## src/rtl/transpose_scheduler.sv

```systemverilog
// Multi-pass job sequencer for the single-cycle matrix transpose unit.
// Optional perf counters are built only when TSCHED_PERF_EN is defined.
module transpose_scheduler #(
  parameter int MAX_PASSES = 4,
  parameter int CNT_W      = 16,
  parameter int PASS_W     = 3
) (
  input  logic                  clk,
  input  logic                  rst_n,
  input  logic                  job_valid,
  output logic                  job_ready,
  input  logic [PASS_W-1:0]     job_passes,
  input  logic [MAX_PASSES-1:0] job_mask,
  input  logic [CNT_W-1:0]      job_beats,
  input  logic                  src_valid,
  output logic                  src_ready,
  output logic                  mt_in_val,
  output logic                  mt_ctrl,
  output logic                  mt_clr,
  input  logic                  mt_out_val,
  output logic [PASS_W-1:0]     pass_idx,
  output logic                  busy,
  output logic                  job_done,
  output logic                  job_err,
  output logic [31:0]           perf_busy_cyc,
  output logic [31:0]           perf_stall_cyc
);

  typedef enum logic [2:0] {S_IDLE, S_ISSUE, S_DRAIN, S_CLEAR, S_DONE} state_t;

  localparam logic [PASS_W-1:0] MAX_P = PASS_W'(MAX_PASSES);

  state_t                state, state_n;
  logic [MAX_PASSES-1:0] mask_q, mask_n, mask_sh;
  logic [CNT_W-1:0]      beats_q, beats_n;
  logic [PASS_W-1:0]     passes_q, passes_n, pidx_n, passes_clamp;
  logic [CNT_W-1:0]      issue_cnt, issue_n, ret_cnt, ret_n, ret_nxt;
  logic                  err_q, err_n;
  logic                  hs, ret_inc, ctrl_n;

  assign src_ready    = (state == S_ISSUE);
  assign hs           = src_valid && (state == S_ISSUE);
  assign mt_in_val    = hs;
  assign passes_clamp = (job_passes > MAX_P) ? MAX_P : job_passes;
  assign ret_inc      = mt_out_val && (state == S_ISSUE || state == S_DRAIN) && (ret_cnt != beats_q);
  assign ret_nxt      = ret_cnt + CNT_W'(ret_inc);

  always_comb begin
    state_n  = state;
    mask_n   = mask_q;
    beats_n  = beats_q;
    passes_n = passes_q;
    pidx_n   = pass_idx;
    err_n    = err_q;
    issue_n  = issue_cnt;
    ret_n    = ret_nxt;
    case (state)
      S_IDLE: begin
        issue_n = '0;
        ret_n   = '0;
        if (job_valid) begin
          mask_n   = job_mask;
          beats_n  = job_beats;
          passes_n = passes_clamp;
          pidx_n   = '0;
          err_n    = (passes_clamp == '0) || (job_beats == '0);
          state_n  = err_n ? S_DONE : S_ISSUE;
        end
      end
      S_ISSUE: begin
        if (hs && issue_cnt != beats_q) begin
          issue_n = issue_cnt + CNT_W'(1);
          if (issue_cnt == beats_q - CNT_W'(1)) state_n = S_DRAIN;
        end
      end
      S_DRAIN: begin
        if (ret_nxt == beats_q) state_n = S_CLEAR;
      end
      S_CLEAR: begin
        issue_n = '0;
        ret_n   = '0;
        if ({1'b0, pass_idx} + (PASS_W+1)'(1) < {1'b0, passes_q}) begin
          pidx_n  = pass_idx + PASS_W'(1);
          state_n = S_ISSUE;
        end else begin
          state_n = S_DONE;
        end
      end
      S_DONE:  state_n = S_IDLE;
      default: state_n = S_IDLE;
    endcase
  end

  // Registered outputs are derived from next-state values so they line up with the state they describe.
  assign mask_sh = mask_n >> pidx_n;
  assign ctrl_n  = (state_n == S_ISSUE || state_n == S_DRAIN) && mask_sh[0];

  always_ff @(posedge clk or negedge rst_n) begin
    if (!rst_n) begin
      state     <= S_IDLE;
      mask_q    <= '0;
      beats_q   <= '0;
      passes_q  <= '0;
      pass_idx  <= '0;
      err_q     <= 1'b0;
      issue_cnt <= '0;
      ret_cnt   <= '0;
      job_ready <= 1'b1;
      busy      <= 1'b0;
      mt_ctrl   <= 1'b0;
      mt_clr    <= 1'b0;
      job_done  <= 1'b0;
      job_err   <= 1'b0;
    end else begin
      state     <= state_n;
      mask_q    <= mask_n;
      beats_q   <= beats_n;
      passes_q  <= passes_n;
      pass_idx  <= pidx_n;
      err_q     <= err_n;
      issue_cnt <= issue_n;
      ret_cnt   <= ret_n;
      job_ready <= (state_n == S_IDLE);
      busy      <= (state_n != S_IDLE);
      mt_ctrl   <= ctrl_n;
      mt_clr    <= (state_n == S_CLEAR);
      job_done  <= (state_n == S_DONE);
      job_err   <= (state_n == S_DONE) && err_n;
    end
  end

`ifdef TSCHED_PERF_EN
  always_ff @(posedge clk or negedge rst_n) begin
    if (!rst_n) begin
      perf_busy_cyc  <= '0;
      perf_stall_cyc <= '0;
    end else begin
      if (busy && perf_busy_cyc != '1) perf_busy_cyc <= perf_busy_cyc + 32'd1;
      if (state == S_ISSUE && !src_valid && perf_stall_cyc != '1)
        perf_stall_cyc <= perf_stall_cyc + 32'd1;
    end
  end
`else
  assign perf_busy_cyc  = '0;
  assign perf_stall_cyc = '0;
`endif

endmodule
```

## config.mk

```make
export PLATFORM = sky130hd
export DESIGN_NAME = transpose_scheduler
export DESIGN_NICKNAME = d
export VERILOG_FILES = /design/src/rtl/transpose_scheduler.sv
export SDC_FILE = /design/constraint.sdc
export NUM_CORES = 1
export LEC_CHECK = 0
export BUFFER_PORTS_ARGS = -buffer_cell sky130_fd_sc_hd__buf_4
export CAP_MARGIN = 5
export CORE_UTILIZATION = 30
export CTS_CLUSTER_SIZE = 28
export DETAILED_ROUTE_END_ITERATION = 7
export GPL_ROUTABILITY_DRIVEN = 0
export GPL_TIMING_DRIVEN = 0
export MAX_ROUTING_LAYER = met4
export PLACE_DENSITY_LB_ADDON = 0.3
export SLEW_MARGIN = 15
export SYNTH_ARGS = -nofsm -noshare
export SYNTH_HDL_FRONTEND = slang
export SYNTH_SLANG_ARGS = --single-unit
export TNS_END_PERCENT = 5
```

## constraint.sdc

```tcl
create_clock -name clk -period 4.4 [get_ports clk]
set_input_delay 1.32 -clock clk [delete_from_list [all_inputs] [get_ports clk]]
set_output_delay 1.32 -clock clk [all_outputs]
set_load 0.05 [all_outputs]
```

==> flow_summary.json <==
{
  "status": "completed",
  "switching_share_pct": 33.06,
  "start_util_pct": 31.20,
  "htree_levels": 3,
  "hold_viol_final": 0,
  "ff2ff_setup_slack_ps": 320,
  "synth_flop_cell": "dfrtp_1",
  "peakVddDrop_mv": 0.2045,
  "path_buf_inv": 2,
  "crit_fanout": 10,
  "tightest_slew_ps": 905.7,
  "clk_latency_ps": 340,
  "synth_seq_cells": 68,
  "layout_min_cycle_time_ps": 4080,
  "synth_area_leaders": "dfrtp_1 35%, buf_4 10%, nand2_1 6.6%",
  "setup_viol": 0,
  "yosys.area.top_type": "dfrtp_1",
  "drv_slew": 0,
  "drv_cap": 0,
  "rr_worst_depth": 16,
  "antenna_cells": 0,
  "slew_headroom_pct": 39.62,
  "synth.most_common_cell": "nand2_1",
  "finalSetupTns_ps": 0,
  "cts_tree": "yes",
  "synth_cell_types": 58,
  "hold_class": "flop to flop",
  "powerDensity_nw_per_um2": 355.7,
  "cpPeakStageDelay_ps": 450,
  "power_frac_comb_pct": 28.8,
  "drive_gt1_share_pct": 19.01,
  "end_kind": "flop",
  "synthTopCellsByCount": "84 x nand2_1, 67 x dfrtp_1, 64 x buf_4",
  "synthArstFlopShare_pct": 100.0,
  "ys_seq_area_share_pct": 35.38,
  "core_area_sq_um": 15430,
  "p_clk_share_pct": 36.2,
  "via_per_inst": 4.508,
  "hp-start": "mask_q[2]",
  "drc": 0,
  "post_cts_buffers": 0,
  "setup.worst_path.start": "beats_q[6]",
  "dp_cells": 881,
  "r2r-end": "mt_ctrl",
  "fin_nets": 716,
  "syn_area_per_cell_sq_um": 8.459,
  "clk_transition_reported_paths_ps": 50,
  "row_count": 45,
  "skew_ps": 9.116,
  "seqPwrFrac_pct": 35.1,
  "place_ws_ps": 28.07,
  "vias": 4035,
  "wl_per_cell_um": 12.98,
  "cp_top_family": "simple AND/OR/NAND/NOR gates",
  "cts-root-buf": "clkbuf_16",
  "path_cells": "buf_1 -> xor2_1 -> nor2_1 -> nand3_1 -> nor4_1 -> nand4_1 -> and4_1 -> ha_1 -> clkbuf_1 -> nand2_1 -> nor3_2 -> nand2_1 -> or3_1 -> o22ai_1 -> nand4_1 -> o211a_1",
  "cts_buffers": 9,
  "cp.required_ps": 4630,
  "crit_cells": 16,
  "grt_max_degree": 69,
  "synth_edf_count": 0,
  "die_x_um": 128.7,
  "r2r_start": "beats_q[6]",
  "grt_pass1_wl_um": 18870,
  "numPortBuffers": 38,
  "clk_path_buf_depth": 2,
  "fin_area_sq_um": 5911,
  "syn_area_sq_um": 4813,
  "fmax_mhz": 245.1,
  "whs_path_depth": 2,
  "setup_ws_ps": 320.1,
  "cp-start-kind": "flop",
  "drt_iter0_markers": 255,
  "yosys_warnings": 0,
  "power.switching_mw": 0.6951,
  "synth_top_area_share_pct": 34.83,
  "area_growth_pct": 22.80,
  "leakage_nw": 2.898,
  "cp-endpoint": "mt_ctrl",
  "crit_arrival_ps": 4310,
  "io_pins": 103,
  "grt_usage_pct": 15.39,
  "wl_um": 11610,
  "dpl_cell_area_sq_um": 5599,
  "synthCells": 569,
  "path_class": "flop to flop",
  "die_y_um": 128.7,
  "overflow": 0,
  "clock_sinks": 68,
  "p_total_mw": 2.102,
  "grt_pass1_vias": 3653,
  "rsz0062_at_grt": "false",
  "fin_cells": 895,
  "cp_slowest_cell": "or3_1",
  "fin_crit_sh_pct": 92.73,
  "first_pass_iters": 4,
  "ant_nets": 0,
  "antenna_found_initial": 0,
  "die_area_sq_um": 16550,
  "internal_power_mw": 1.407,
  "place_hpwl_um": 8809
}
[logic make-up (layout without fill, tap and decap cells)]
| logic type | Yosys count | count (layout) | synth area share (%) |
|---|---|---|---|
| and+or+nand+nor | 224 | 224 | 23.50 |
| buffers and inverters | 116 | 168 | 14.37 |
| AOI/OAI and AO/OA | 72 | 72 | 9.800 |
| xor gates and xnor gates | 70 | 70 | 12.74 |
| DFF | 68 | 68 | 35.38 |
| muxes | 11 | 11 | 2.314 |
| adders and majority gates | 7 | 7 | 1.820 |
| other | 1 | 64 | 0.07791 |
[routing by layer]
metal	global-route usage (%)	share of wire, %
met5	-	0
met4	5.744	1.8
met3	3.659	5.5
met2	23.05	45
met1	20.07	48
[sequential cells by signal, summed over array words and instances, names as in the netlist]
| register | cells |
|---|---|
| ret_cnt | 16 |
| job_err | 1 |
| err_q | 1 |
| job_ready | 1 |
| passes_q | 3 |
| job_done | 1 |
| mt_ctrl | 1 |
| busy | 1 |
| state | 3 |
| issue_cnt | 16 |
| mt_clr | 1 |
| beats_q | 16 |
| pass_idx | 3 |
| mask_q | 4 |
[timing repair]
action                                  CTS  global route
resized for setup                         0             1
hold buffers                              0             0
endpoints found under the hold margin     0             0
endpoints found under the setup margin    0             3
[worst register-to-register path: cells and delay by family, from the launching register on]
kind | cells | cell delay [ps]
xor gates and xnor gates | 1 | 180
adders and majority gates | 1 | 140
AOI/OAI and AO/OA | 2 | 410
DFF | 1 | 400
buffers and inverters | 2 | 800
and+or+nand+nor | 10 | 2040
[area by class of cell]
class / count / area [sq um]
clock buffer: 12 / 246.5
multi-input combinational: 448 / 2660
timing repair buffer: 38 / 285.3
clock inverter: 2 / 60.06
sequential: 68 / 1703
tap: 211 / 264.0
fill: 1619 / 9517
inverter: 20 / 75.07
buffer: 96 / 616.8
[power groups by stage]
stage / registers, mW / clock network (mW) / logic (mW)
after floorplan: 0.734 / 0 / 0.490
after global placement: 0.746 / 0 / 0.594
after detailed placement: 0.749 / 0 / 0.601
after CTS: 0.738 / 0.778 / 0.603
after global routing: 0.745 / 0.803 / 0.673
final: 0.737 / 0.760 / 0.605
[stage by stage]
step / utilization (%) / hold slack [ps]
detailed placement: 36.29 / 466.5
global placement: 36.29 / 456.4
CTS: 38.28 / 481.1
global route: 38.31 / 503.3
finish: 38.31 / 473.9
floorplan: - / 433.1
[cell usage in the layout (no fill, tap or decap), types with 7 or more instances in the layout]
master     instances
mux2i_1           10
nor4_1            13
nand2_1           84
conb_1            64
xor2_1            34
nand3_1           16
ha_1               7
xnor2_1           36
dfrtp_1           67
o2111ai_1          7
clkbuf_16          9
nor2_1            43
nand4_1           14
buf_4            102
or3_1             10
inv_1             20
a21oi_1           13
o21ai_0           23
clkbuf_1          26
[worst min path at each step]
stage                              to
after floorplan           passes_q[0]
after global placement    passes_q[0]
after detailed placement    mask_q[1]
after CTS                   mask_q[1]
after global routing        mask_q[3]
final                       mask_q[2]
Power figures use the tool's default switching activity.
